--- src/rtl/ms_uart_rx_if.sv ---
// Serial-line and frame-configuration signals of the UART receiver.
// master drives the line and configuration; slave is the receiver.
interface ms_uart_rx_if;
    logic       TICK;
    logic       RX;
    logic [1:0] DATASEL;
    logic [1:0] PARITYSEL;
    logic       STOPSEL;
    logic       OVRSEL;
    logic [7:0] DOUT;
    logic       DONE;
    logic       BUSY;
    logic       PERR;
    logic       FERR;

    modport master (
        output TICK, RX, DATASEL, PARITYSEL, STOPSEL, OVRSEL,
        input  DOUT, DONE, BUSY, PERR, FERR
    );

    modport slave (
        input  TICK, RX, DATASEL, PARITYSEL, STOPSEL, OVRSEL,
        output DOUT, DONE, BUSY, PERR, FERR
    );
endinterface

--- src/rtl/ms_uart_rx.sv ---
// UART receiver: 5-8 data bits, optional even/odd parity, 1 or 2 stop bits,
// 16x/8x oversampling driven by the TICK clock enable.
module ms_uart_rx #(
    parameter int unsigned SYNC_STAGES = 2
) (
    input  logic        CLK,
    input  logic        RESETN,
    ms_uart_rx_if.slave bus
);
    typedef enum logic [2:0] {IDLE, START, DATA, PARITY, STOP1, STOP2} state_t;

    state_t                 state, state_n;
    logic [SYNC_STAGES-1:0] sync_q;
    logic                   rxs;
    logic [3:0]             tick_cnt, tick_cnt_n;
    logic [2:0]             bit_cnt, bit_cnt_n;
    logic [7:0]             shreg, shreg_n;
    logic [1:0]             dsel_q, dsel_n;
    logic [1:0]             psel_q, psel_n;
    logic                   stop_q, stop_n;
    logic                   ovr_q, ovr_n;
    logic                   perr_i, perr_i_n;
    logic                   ferr_i, ferr_i_n;
    logic [7:0]             dout_q, dout_n;
    logic                   done_q, done_n;
    logic                   busy_q, busy_n;
    logic                   perr_q, perr_n;
    logic                   ferr_q, ferr_n;
    logic                   mid_bit, finish, ferr_fin, par_en;

    assign rxs     = sync_q[SYNC_STAGES-1];
    assign par_en  = psel_q[0] ^ psel_q[1];
    assign mid_bit = bus.TICK && (tick_cnt == (ovr_q ? 4'd7 : 4'd15));

    assign bus.DOUT = dout_q;
    assign bus.DONE = done_q;
    assign bus.BUSY = busy_q;
    assign bus.PERR = perr_q;
    assign bus.FERR = ferr_q;

    always_ff @(posedge CLK) begin
        if (RESETN) begin
            sync_q   <= '1;
            state    <= IDLE;
            tick_cnt <= '0;
            bit_cnt  <= '0;
            shreg    <= '0;
            dsel_q   <= '0;
            psel_q   <= '0;
            stop_q   <= 1'b0;
            ovr_q    <= 1'b0;
            perr_i   <= 1'b0;
            ferr_i   <= 1'b0;
            dout_q   <= '0;
            done_q   <= 1'b0;
            busy_q   <= 1'b0;
            perr_q   <= 1'b0;
            ferr_q   <= 1'b0;
        end else begin
            sync_q   <= {sync_q[SYNC_STAGES-2:0], bus.RX};
            state    <= state_n;
            tick_cnt <= tick_cnt_n;
            bit_cnt  <= bit_cnt_n;
            shreg    <= shreg_n;
            dsel_q   <= dsel_n;
            psel_q   <= psel_n;
            stop_q   <= stop_n;
            ovr_q    <= ovr_n;
            perr_i   <= perr_i_n;
            ferr_i   <= ferr_i_n;
            dout_q   <= dout_n;
            done_q   <= done_n;
            busy_q   <= busy_n;
            perr_q   <= perr_n;
            ferr_q   <= ferr_n;
        end
    end

    always_comb begin
        state_n    = state;
        tick_cnt_n = tick_cnt;
        bit_cnt_n  = bit_cnt;
        shreg_n    = shreg;
        dsel_n     = dsel_q;
        psel_n     = psel_q;
        stop_n     = stop_q;
        ovr_n      = ovr_q;
        perr_i_n   = perr_i;
        ferr_i_n   = ferr_i;
        dout_n     = dout_q;
        done_n     = 1'b0;
        busy_n     = busy_q;
        perr_n     = perr_q;
        ferr_n     = ferr_q;
        finish     = 1'b0;
        ferr_fin   = ferr_i;

        if (bus.TICK) begin
            case (state)
                IDLE: begin
                    if (!rxs) begin
                        state_n    = START;
                        tick_cnt_n = '0;
                    end
                end
                START: begin
                    // Configuration is not latched yet, so the half-bit point uses the live OVRSEL.
                    if (tick_cnt == (bus.OVRSEL ? 4'd3 : 4'd7)) begin
                        if (rxs) begin
                            state_n = IDLE;
                        end else begin
                            dsel_n     = bus.DATASEL;
                            psel_n     = bus.PARITYSEL;
                            stop_n     = bus.STOPSEL;
                            ovr_n      = bus.OVRSEL;
                            busy_n     = 1'b1;
                            shreg_n    = '0;
                            tick_cnt_n = '0;
                            bit_cnt_n  = '0;
                            perr_i_n   = 1'b0;
                            ferr_i_n   = 1'b0;
                            state_n    = DATA;
                        end
                    end else begin
                        tick_cnt_n = tick_cnt + 4'd1;
                    end
                end
                default: begin
                    if (!mid_bit) begin
                        tick_cnt_n = tick_cnt + 4'd1;
                    end else begin
                        tick_cnt_n = '0;
                        case (state)
                            DATA: begin
                                shreg_n[bit_cnt] = rxs;
                                bit_cnt_n        = bit_cnt + 3'd1;
                                if (bit_cnt == ({1'b0, dsel_q} + 3'd4))
                                    state_n = par_en ? PARITY : STOP1;
                            end
                            PARITY: begin
                                perr_i_n = (psel_q == 2'b01) ? (rxs != ^shreg) : (rxs != ~^shreg);
                                state_n  = STOP1;
                            end
                            STOP1: begin
                                if (stop_q) begin
                                    ferr_i_n = ~rxs;
                                    state_n  = STOP2;
                                end else begin
                                    finish   = 1'b1;
                                    ferr_fin = ~rxs;
                                end
                            end
                            STOP2: begin
                                finish   = 1'b1;
                                ferr_fin = ferr_i | ~rxs;
                            end
                            default: state_n = IDLE;
                        endcase
                    end
                end
            endcase
        end

        // Frame ends at the last stop sample, not the end of the stop bit.
        if (finish) begin
            dout_n  = shreg;
            perr_n  = perr_i;
            ferr_n  = ferr_fin;
            done_n  = 1'b1;
            busy_n  = 1'b0;
            state_n = IDLE;
        end
    end
endmodule

--- src/flat_wrapper.sv ---
// flat-port wrapper written by rule: the top's interface ports become plain ports
module ms_uart_rx_flat 
#(
    parameter int unsigned SYNC_STAGES = 2
)
  (CLK, RESETN, bus_TICK, bus_RX, bus_DATASEL, bus_PARITYSEL, bus_STOPSEL, bus_OVRSEL, bus_DOUT, bus_DONE, bus_BUSY, bus_PERR, bus_FERR);
  ms_uart_rx_if bus_i ();
  input  logic CLK;
  input  logic RESETN;
  input wire logic [$bits(bus_i.TICK)-1:0] bus_TICK;
  input wire logic [$bits(bus_i.RX)-1:0] bus_RX;
  input wire logic [$bits(bus_i.DATASEL)-1:0] bus_DATASEL;
  input wire logic [$bits(bus_i.PARITYSEL)-1:0] bus_PARITYSEL;
  input wire logic [$bits(bus_i.STOPSEL)-1:0] bus_STOPSEL;
  input wire logic [$bits(bus_i.OVRSEL)-1:0] bus_OVRSEL;
  output wire logic [$bits(bus_i.DOUT)-1:0] bus_DOUT;
  output wire logic [$bits(bus_i.DONE)-1:0] bus_DONE;
  output wire logic [$bits(bus_i.BUSY)-1:0] bus_BUSY;
  output wire logic [$bits(bus_i.PERR)-1:0] bus_PERR;
  output wire logic [$bits(bus_i.FERR)-1:0] bus_FERR;
  assign bus_i.TICK = bus_TICK;
  assign bus_i.RX = bus_RX;
  assign bus_i.DATASEL = bus_DATASEL;
  assign bus_i.PARITYSEL = bus_PARITYSEL;
  assign bus_i.STOPSEL = bus_STOPSEL;
  assign bus_i.OVRSEL = bus_OVRSEL;
  assign bus_DOUT = bus_i.DOUT;
  assign bus_DONE = bus_i.DONE;
  assign bus_BUSY = bus_i.BUSY;
  assign bus_PERR = bus_i.PERR;
  assign bus_FERR = bus_i.FERR;
  ms_uart_rx #(.SYNC_STAGES(SYNC_STAGES)) u_core (.CLK(CLK), .RESETN(RESETN), .bus(bus_i));
endmodule
--- config.mk ---
export PLATFORM = sky130hd
export DESIGN_NAME = ms_uart_rx_flat
export DESIGN_NICKNAME = d
export VERILOG_FILES = /design/src/rtl/ms_uart_rx_if.sv /design/src/rtl/ms_uart_rx.sv /design/src/flat_wrapper.sv
export SDC_FILE = /design/constraint.sdc
export NUM_CORES = 1
export LEC_CHECK = 0
export ABC_AREA = 1
export BUFFER_PORTS_ARGS = -buffer_cell sky130_fd_sc_hd__buf_2
export CORE_MARGIN = 5
export CORE_UTILIZATION = 50
export CTS_CLUSTER_SIZE = 24
export DETAILED_ROUTE_END_ITERATION = 6
export GPL_ROUTABILITY_DRIVEN = 0
export PLACE_DENSITY = 0.67
export SLEW_MARGIN = 15
export SYNTH_ARGS = -nofsm -noshare
export SYNTH_HDL_FRONTEND = slang
export SYNTH_SLANG_ARGS = --single-unit
--- constraint.sdc ---
create_clock -name CLK -period 4.2 [get_ports CLK]
set_input_delay 0.21 -clock CLK [delete_from_list [all_inputs] [get_ports CLK]]
set_output_delay 0.21 -clock CLK [all_outputs]
set_load 0.02 [all_outputs]
# After elaboration in Yosys (flattened, before gate mapping)
# Index checks and enable logic that the tools add are counted.
[totals] reg_bits=40 input_bits=10 out_inout_bits=12 elab_cells=109
[op_classes] n_addsub=3 n_lt_le_gt_ge=2 n_eq_ne=17 n_mux=49 n_bitwise=4 n_reduce_logical=18
[ops] op="$mux W3" count=11
[ops] op="$mux W8" count=4
[ops] op="$mux W1" count=18
[ops] op="$mux W4" count=4
[ops] op="$pmux W8 S2" count=1
[ops] op="$reduce_and A7 Y1" count=2
[ops] op="$pmux W3 S2" count=2
[ops] op="$pmux W3 S4" count=1
[ops] op="$reduce_and A6 Y1" count=2
[ops] op="$reduce_bool A2 Y1" count=5
[ops] op="$bwmux W8" count=1
[ops] op="$eq A4 B4 Y1" count=2
[ops] op="$pmux W1 S2" count=4
[ops] op="$pmux W4 S2" count=1
[ops] op="$reduce_xnor A8 Y1" count=1
[ops] op="$reduce_xor A8 Y1" count=1
[ops] op="$eq A3 B2 Y1 const B" count=2
[ops] op="$eq A3 B3 Y1 const B" count=2
[ops] op="$add A4 B1 Y4 const B" count=1
[ops] op="$lt A3 B4 Y1 const B" count=1
[ops] op="$ne A2 B2 Y1 const B" count=2
[ops] op="$ne A4 B1 Y1 const B" count=1
[ops] op="$ne A4 B3 Y1 const B" count=1
[ops] op="$reduce_and A4 Y1" count=1
[ops] op="18 further kinds" count=22

# Longest topological paths before layout
# Gate-level depths: netlist of run 1.
[logic_depth] ltp_word=8 ltp_mapped=11 mapped_depth_nobuf=11

# Worst setup path before layout of run 1
# No wires, ideal clock.
[synth_timing] path_type="register -> register" startpoint="reg u_core.tick_cnt[0]" endpoint="reg u_core.bit_cnt[0]" setup_time_ps=115 arrival_time_ps=1437 t_required_ps=4085 setup_slack_ps=2648 path_stages_with_launch=11 n_path_buf=1 period_less_slack_ps=1552 path_cell_list="dfxtp_1 ha_1 nand2_1 nor2_1 nand3_1 nand2_2 nand2_2 nor2_4 buf_6 xor2_1 and2_1"
[synth_between] elab_chain_len=4 elab_cells_between_ends=6 cone_classes="eq/ne: 3; reduce/logical: 3"
[synth_lines] element="start: declaration" line="ms_uart_rx.sv:15" rtl="logic [3:0] tick_cnt, tick_cnt_n;"
[synth_lines] element="start signal: assignment" line="ms_uart_rx.sv:62" rtl="tick_cnt <= tick_cnt_n;"
[synth_lines] element="$eq A4 B4 Y1" line="ms_uart_rx.sv:33" rtl="assign mid_bit = bus.TICK && (tick_cnt == (ovr_q ? 4'd7 : 4'd15));"
[synth_lines] element="$logic_and A1 B1 Y1" line="ms_uart_rx.sv:33"
[synth_lines] element="$reduce_bool A2 Y1 (no line)"
[synth_lines] element="$reduce_and A6 Y1 (no line) (*)"
[synth_lines] element="end signal: assignment" line="ms_uart_rx.sv:63" rtl="bit_cnt <= bit_cnt_n;"
[synth_lines] element="end: declaration" line="ms_uart_rx.sv:16" rtl="logic [2:0] bit_cnt, bit_cnt_n;"
# Mark *: on every way between the ends. The rest lies on a longest branch, timed or not.
# A chain may end at the register's enable or synchronous reset.

# Final worst setup path of run 1
# Ends and elaborated chain as after synthesis.

==> results of run 1 <==
## worst max-delay path, stage by stage (launching register included)
cell and delay, ns:
dfxtp_1 0.38, ha_1 0.20, nand2_1 0.08, nor2_1 0.09
nand3_1 0.17, nand2_2 0.16, nand2_2 0.07, nor2_4 0.37
a21oi_2 0.21, and2_1 0.20
## metal layers
layer  share of wire [%]  vias to the layer above  GRT usage, %
met1                  52                      820         25.17
met5                   0                        -             0
met3                 5.7                        7         4.788
li1                    -                      997             -
met4                 1.3                        0         6.439
met2                  41                       38         25.72
## worst paths after layout
| path | start | to | slack, ns | depth (start not counted) |
|---|---|---|---|---|
| min | bus_RX | u_core.sync_q[0] | 0.10 | 2 |
| min reg2reg | u_core.sync_q[0] | u_core.sync_q[1] | 0.41 | 1 |
| max reg2reg | u_core.tick_cnt[0] | u_core.bit_cnt[0] | 2.16 | 9 |
| max | u_core.tick_cnt[0] | u_core.bit_cnt[0] | 2.16 | 9 |
## synthesized netlist by cell type (4+ instances only)
| library cell | number |
|---|---|
| inv_2 | 7 |
| nand3_1 | 12 |
| a31oi_1 | 12 |
| a21oi_1 | 11 |
| inv_1 | 28 |
| xor2_1 | 4 |
| nand4_1 | 11 |
| o21ai_0 | 18 |
| dfxtp_1 | 40 |
| nand2_1 | 70 |
| nor2_1 | 41 |
## cells in the final DEF (no fill, tap or decap), drive strengths merged, types with 3 or more instances in the layout
cell type	netlist	layout
nand4	11	11
a21oi	12	12
inv	35	35
nand2	73	73
xor2	4	4
ha	3	3
nor3	5	5
a22o	3	3
nor2	42	42
a31oi	12	12
o21ai	20	20
nand3	12	12
buf	4	21
dfxtp	40	40
clkbuf	3	5
## per-stage QoR
step                      total power (W)  hold WS (ns)  std cells  instance area, µm²
after floorplan                 0.0006691        0.3138        290                2011
after global placement          0.0007265        0.3919        354                2138
after detailed placement        0.0007266        0.3945        354                2138
after CTS                       0.0009684       0.09610        361                2220
after global routing             0.001039        0.1129        361                2220
final                           0.0009693        0.1007        361                2220
## state kept, by name, indices dropped and copies added, names as in the netlist
name,cells
u_core.bus.FERR,1
u_core.shreg,8
u_core.bus.DONE,1
u_core.state,3
u_core.bus.DOUT,8
u_core.tick_cnt,4
u_core.perr_i,1
u_core.ovr_q,1
u_core.bus.PERR,1
u_core.sync_q,2
u_core.bus.BUSY,1
u_core.ferr_i,1
u_core.dsel_q,2
u_core.stop_q,1
u_core.bit_cnt,3
u_core.psel_q,2
## power by group
| group | internal [W] | leakage, nW | switching (W) |
|---|---|---|---|
| logic | 0.0000907 | 0.632 | 0.000201 |
| clock network | 0.000112 | 0.0400 | 0.000131 |
| registers | 0.000402 | 0.323 | 0.0000325 |
| total | 0.000605 | 0.995 | 0.000364 |
## area by class of cell
cell class	instances	area [µm²]	area share [%]
timing repair buffer	21	105.1	4.735
sequential	40	800.8	36.08
multi-input combinational	208	1039	46.79
inverter	35	131.4	5.919
clock buffer	5	68.82	3.100
clock inverter	2	12.51	0.5637
tap	50	62.56	2.818
## kinds of logic after synthesis
logic type / synth area share, %
AO/OA/AOI/OAI: 15.74
flip-flops: 39.83
buffers and inverters: 8.525
adder cells (fa/ha/maj): 1.867
XOR/XNOR: 2.178
AND/OR/NAND/NOR: 31.86
==> impl_metrics.toml, run 1 <==
[final_layout]
nFillCells = 381
diodes = 0
post-route-util_pct = 56.30
nNetsFinal = 324
area_growth_pct = 10.39
drive_gt1_share_pct = 14.47

[floorplan]
start_util_pct = 51.00
fp-row-count = 23
dieArea_um2 = 5390
coreArea_um2 = 3943
ios = 22
die_x_um = 73.42
die_y_um = 73.42

[clocking]
cts.sinks = 40
cts_hold_buf = 0
cts-resized-gates = 0
cts-root-buf = "clkbuf_8"
cts_tree = "built"
cts_setup_buffers = 0
htreeDepth = 2
clock_latency_ns = 0.29
clk_pin_slew_ns = 0.08
clockBufferDepth = 2
cts-buffers-inserted = 5

[drt]
drcViolationCount = 0
ant_nets = 0
drtIter0Drc = 127
routed_wl_um = 4286
drtPass1Iterations = 4
wl_per_cell_um = 11.87
vias_per_cell = 5.158
vias = 1862

[setup_path]
crit_required_ns = 4.39
critPathKind = "register to register"
endpoint_kind = "register"
critPathLaunchType = "register"
crit_fanout = 21
arrival_ns = 2.23

[global_route]
grt_overflow = 0
grt_pass1_wl_um = 7417
antenna_found_initial = 0
grt_pass1_vias = 1634
grt_usage_pct = 17.75
grt_max_degree = 22

[synth]
synth-edff-count = 0
synth_top_area_cell = "dfxtp_1"
syn-cell-area_um2 = 2011
synth-seq-cells = 40
ys_warn_count = 0
synthFlopType = "dfxtp_1"
synth_cell_types = 33
syn_inst = 290
yosysSeqAreaShare_pct = 39.83
avgSynthCellArea_um2 = 6.933
synthesis.nets = 303
async_flop_share_pct = 0
netlist_top_cells_area = "dfxtp_1, nand2_1, nor2_1"
netlist.area_leader.share_pct = 39.83

[sta]
setup_violations = 0
fin_setup_tns_ns = 0
fin_crit_sh_pct = 48.50
slew-limit-headroom_pct = 40.56
tightestPinTransition_ns = 0.8883
period_needed_ns = 2.037
skew_ns = 0.008098
slew_viol_final = 0
fin_ws_ns = 2.163
rsz0062_at_grt = "no"
hold_violations = 0
max_freq_mhz = 490.9

[flow_run]
max_cap_violations = 0

[placed_design]
io_buffers = 21
pre_cts_ws_ns = 2.195
hpwl_um = 3236

[hold_path]
hold_path.class = "input pin to register"

[power_and_ir_drop]
p_per_area_nw_per_um2 = 436.7
p_leak_nw = 0.9951
ir_drop_mv = 0.2662

[status]
status = "finished, final reports clean"
Note: power is estimated with default switching activity, not from simulation.
==> inputs of run 2 (changes only) <==
==> constraint.sdc (replaced) <==
create_clock -name CLK -period 2 [get_ports CLK]
set_input_delay 0.1 -clock CLK [delete_from_list [all_inputs] [get_ports CLK]]
set_output_delay 0.1 -clock CLK [all_outputs]
set_load 0.02 [all_outputs]
==> run 2 against run 1 <==
Compared with the run above:
- combinational power increased by 120%
- via count increased by 0.86%
- worst hold slack got worse by 0.071 ns
- cell area increased by 2.5%
- core utilization increased by 1.4 points
- die area unchanged
==> impl_metrics.toml, run 2 (same netlist as run 1, synthesis figures left out) <==
[clocking]
cts.sinks = 40
clockBufferDepth = 2
htreeDepth = 2
clk_pin_slew_ns = 0.08
cts-buffers-inserted = 5
cts-root-buf = "clkbuf_8"
cts_setup_buffers = 0
cts_tree = "built"
clock_latency_ns = 0.29

[placed_design]
io_buffers = 21
placed_cells = 358
hpwl_um = 3283

[setup_path]
slowest_delay_ns = 0.39
critPathLaunchType = "register"
crit_required_ns = 2.19
crit_family = "simple AND/OR/NAND/NOR gates"
endpoint_kind = "register"
crit_fanout = 20
arrival_ns = 1.98
critPathKind = "register to register"
worst_path_max_delay_cell = "dfxtp_1"
crit_buf_inv = 1
crit_chain = "ha_1, nand2_1, nor2_1, nand3_1, nand2_2, nand2_2, nor2_4, buf_12, nand4_1, nand2_1, nor2_1"

[sta]
period_needed_ns = 1.791
tightestPinTransition_ns = 0.5217
max_freq_mhz = 558.3
slew_viol_final = 0
fin_setup_tns_ns = 0
hold_violations = 0
rsz0062_at_grt = "no"
skew_ns = 0.006995
slew-limit-headroom_pct = 65.18
fin_crit_sh_pct = 89.55
setup_violations = 0

[drt]
drcViolationCount = 0
drtIter0Drc = 107
wl_per_cell_um = 11.81
ant_nets = 0
vias = 1878
drtPass1Iterations = 4
routed_wl_um = 4323
vias_per_cell = 5.131

[floorplan]
ios = 22
start_util_pct = 51.00
coreArea_um2 = 3943
die_x_um = 73.42
die_y_um = 73.42
fp-row-count = 23
dieArea_um2 = 5390

[global_route]
antenna_found_initial = 0
grt_usage_pct = 17.36
grt_max_degree = 21
grt_pass1_wl_um = 7307
grt_pass1_vias = 1644
grt_overflow = 0

[hold_path]
hold_path.class = "input pin to register"

[final_layout]
area_growth_pct = 13.13
stdcell_count = 366
nNetsFinal = 329
drive_gt1_share_pct = 15.82
final_common_cell = "nand2_1"
diodes = 0
mostFrequentLayoutCells = "nand2_1, nor2_1, dfxtp_1"

[power_and_ir_drop]
p_leak_nw = 1.024
ir_drop_mv = 0.6570
p_per_area_nw_per_um2 = 901.3

[status]
status = "finished, final reports clean"

[flow_run]
max_cap_violations = 0
run 2: metrics by stage:
step                instance area [µm²]  worst slack [ns]  power (W)  hold WS, ns  util, %
finish                             2275            0.2089   0.002050      0.03006    57.70
global route                       2275           0.03534   0.002194      0.07148    57.70
CTS                                2272           0.07656   0.002067      0.01731    57.63
detailed placement                 2181           0.08423   0.001553       0.2887    55.32
global placement                   2181            0.1147   0.001548       0.2816    55.32
floorplan                          2011            0.4477   0.001405       0.2038        -
run 2: final timing paths:
check	start	endpoint	slack [ns]	cells after the start
worst min register to register	u_core.sync_q[0]	u_core.sync_q[1]	0.41	1
worst max-delay path	u_core.tick_cnt[0]	u_core.shreg[0]	0.21	11
worst max register to register	u_core.tick_cnt[0]	u_core.shreg[0]	0.21	11
worst min-delay path	bus_DATASEL[1]	u_core.dsel_q[1]	0.03	3
run 2: cell type report:
cell class,count,area [µm²]
Fill cell,389,1668
Clock buffer,5,68.82
Sequential cell,40,800.8
Inverter,35,131.4
Multi-Input combinational cell,208,1041
Clock inverter,2,12.51
Tap cell,50,62.56
Timing Repair Buffer,26,157.7
run 2: per-layer routing:
layer	part of all wire, %	global-route usage (%)	wire length [µm]	up-vias
li1	-	-	-	1006
met4	1.3	6.036	58	0
met3	6.1	5.882	262	6
met5	0	0	0	-
met1	49	23.68	2139	828
met2	43	25.52	1863	38
run 2: timing repair:
action                                  in CTS  in global routing
hold buffers                                 1                  0
endpoints found under the hold margin        1                  0
resized for setup                            0                  1
endpoints found under the setup margin       0                  9
run 2: worst reg2reg max path: cells and delay by family, from the launching register on:
family	cells	cell delay [ns]
adders and majority gates	1	0.20
and+or+nand+nor	9	0.95
DFF	1	0.39
buffers and inverters	1	0.16
run 2: where the power goes:
group / total [W] / switching [W] / internal (W)
Combinational: 0.000631 / 0.000422 / 0.000209
Clock: 0.000505 / 0.000269 / 0.000236
Sequential: 0.000914 / 0.0000703 / 0.000844
Total: 0.00205 / 0.000761 / 0.00129
==> inputs of run 3 (changes only) <==
--- a/config.mk
+++ b/config.mk
@@ -8,11 +8,11 @@
 export ABC_AREA = 1
 export BUFFER_PORTS_ARGS = -buffer_cell sky130_fd_sc_hd__buf_2
 export CORE_MARGIN = 5
-export CORE_UTILIZATION = 50
+export CORE_UTILIZATION = 45
 export CTS_CLUSTER_SIZE = 24
 export DETAILED_ROUTE_END_ITERATION = 6
 export GPL_ROUTABILITY_DRIVEN = 0
-export PLACE_DENSITY = 0.67
+export PLACE_DENSITY = 0.61
 export SLEW_MARGIN = 15
 export SYNTH_ARGS = -nofsm -noshare
 export SYNTH_HDL_FRONTEND = slang
==> run 3 against run 2 <==
Compared with the run above:
- sequential cell count unchanged
- non-clock buffer count up 1
- clock power up 14%
- critical path depth down 3
- combinational power up 0.8%
- sequential share of layout area down 0.52 points
==> impl_metrics.toml, run 3 (same netlist as run 1, synthesis figures left out) <==
[floorplan]
ios = 22
die_y_um = 76.85
coreArea_um2 = 4354
die_x_um = 76.85
fp-row-count = 24
dieArea_um2 = 5905
start_util_pct = 46.18

[final_layout]
nFillCells = 460
final_common_cell = "nand2_1"
stdcell_count = 370
diodes = 0
mostFrequentLayoutCells = "nand2_1, nor2_1, dfxtp_1"
drive_gt1_share_pct = 16.35
area_growth_pct = 14.81
nNetsFinal = 330

[sta]
skew_ns = 0.008821
max_freq_mhz = 547.5
period_needed_ns = 1.827
rsz0062_at_grt = "no"
tightestPinTransition_ns = 0.5390
slew-limit-headroom_pct = 64.03
setup_violations = 0
fin_ws_ns = 0.1734
slew_viol_final = 0
fin_crit_sh_pct = 91.33
hold_violations = 0
fin_setup_tns_ns = 0

[placed_design]
pre_cts_ws_ns = 0.07642
io_buffers = 21
hpwl_um = 3343
placed_cells = 361

[global_route]
grt_pass1_wl_um = 7935
grt_pass1_vias = 1709
antenna_found_initial = 0
grt_usage_pct = 16.26
grt_max_degree = 21
grt_overflow = 0

[clocking]
cts_setup_buffers = 0
cts_tree = "built"
clockBufferDepth = 2
clock_latency_ns = 0.30
cts-root-buf = "clkbuf_8"
cts.sinks = 40
htreeDepth = 2
cts-buffers-inserted = 5
clk_pin_slew_ns = 0.08

[power_and_ir_drop]
p_leak_nw = 1.034
ir_drop_mv = 0.5855
fin_total_pwr_w = 0.002127
p_per_area_nw_per_um2 = 921.5

[drt]
vias = 1867
drtIter0Drc = 85
wl_per_cell_um = 11.98
ant_nets = 0
vias_per_cell = 5.046
routed_wl_um = 4431
drtPass1Iterations = 5
drcViolationCount = 0

[setup_path]
endpoint_kind = "register"
critPathLaunchType = "register"
crit_required_ns = 2.24
crit_fanout = 20
arrival_ns = 2.07
critPathKind = "register to register"

[status]
status = "finished, final reports clean"

[hold_path]
hold_path.class = "input pin to register"

[flow_run]
max_cap_violations = 0
==> run 3: cell types whose count changed in the layout (fill, tap and decap cells not counted), sizes merged <==
cell	before	now
buf	25	26
clkbuf	5	6
clkinv	1	0
clkinvlp	1	2
==> run 3: critical path, stage by stage (launching register included) <==
cell	delay, ns
dfxtp_1	0.40
nor3_4	0.40
inv_2	0.15
nand2_2	0.14
nand2_2	0.07
nor2_4	0.16
buf_12	0.16
xor2_1	0.14
and2_1	0.13
==> run 3: final timing paths <==
path                     from                 to  slack [ns]  cells past startpoint
max reg2reg   u_core.state[2]  u_core.bit_cnt[0]        0.17                      8
min            bus_DATASEL[1]   u_core.dsel_q[1]        0.02                      3
max           u_core.state[2]  u_core.bit_cnt[0]        0.17                      8
min reg2reg  u_core.sync_q[0]   u_core.sync_q[1]        0.42                      1
==> run 3: metal layers <==
layer	global-route usage, %	wire [µm]	vias up
li1	-	-	1006
met1	22.53	2282	826
met2	24.28	1868	30
met3	4.801	219	5
met4	4.720	60	0
met5	0	0	-
==> run 3: through the flow <==
| step | utilization [%] | instance area [µm²] | hold WS [ns] |
|---|---|---|---|
| after floorplan | - | 2011 | 0.2038 |
| after global placement | 50.32 | 2191 | 0.2812 |
| after detailed placement | 50.32 | 2191 | 0.2857 |
| after CTS | 52.79 | 2298 | 0.01143 |
| after global routing | 53.02 | 2308 | 0.02487 |
| final | 53.02 | 2308 | 0.01756 |
==> run 3: area by class of cell <==
| cell class | instances | area [µm²] | share of cell area, % |
|---|---|---|---|
| clock buffer | 6 | 82.58 | 3.577 |
| multi-input combinational | 208 | 1049 | 45.42 |
| sequential | 40 | 800.8 | 34.69 |
| clock inverter | 2 | 15.01 | 0.6504 |
| timing repair buffer | 27 | 165.2 | 7.154 |
| tap | 52 | 65.06 | 2.818 |
| inverter | 35 | 131.4 | 5.691 |
==> run 3: report_power, final <==
group | leakage, nW | total, W | switching [W] | internal (W)
Sequential | 0.323 | 0.000914 | 0.0000703 | 0.000844
Clock | 0.0434 | 0.000577 | 0.000298 | 0.000279
Combinational | 0.667 | 0.000636 | 0.000426 | 0.000211
==> run 3: what timing repair did <==
action | in CTS | in global routing
hold endpoints to repair | 1 | 0
resized for setup | 0 | 2
endpoints found under the setup margin | 0 | 16
hold buffers | 1 | 0
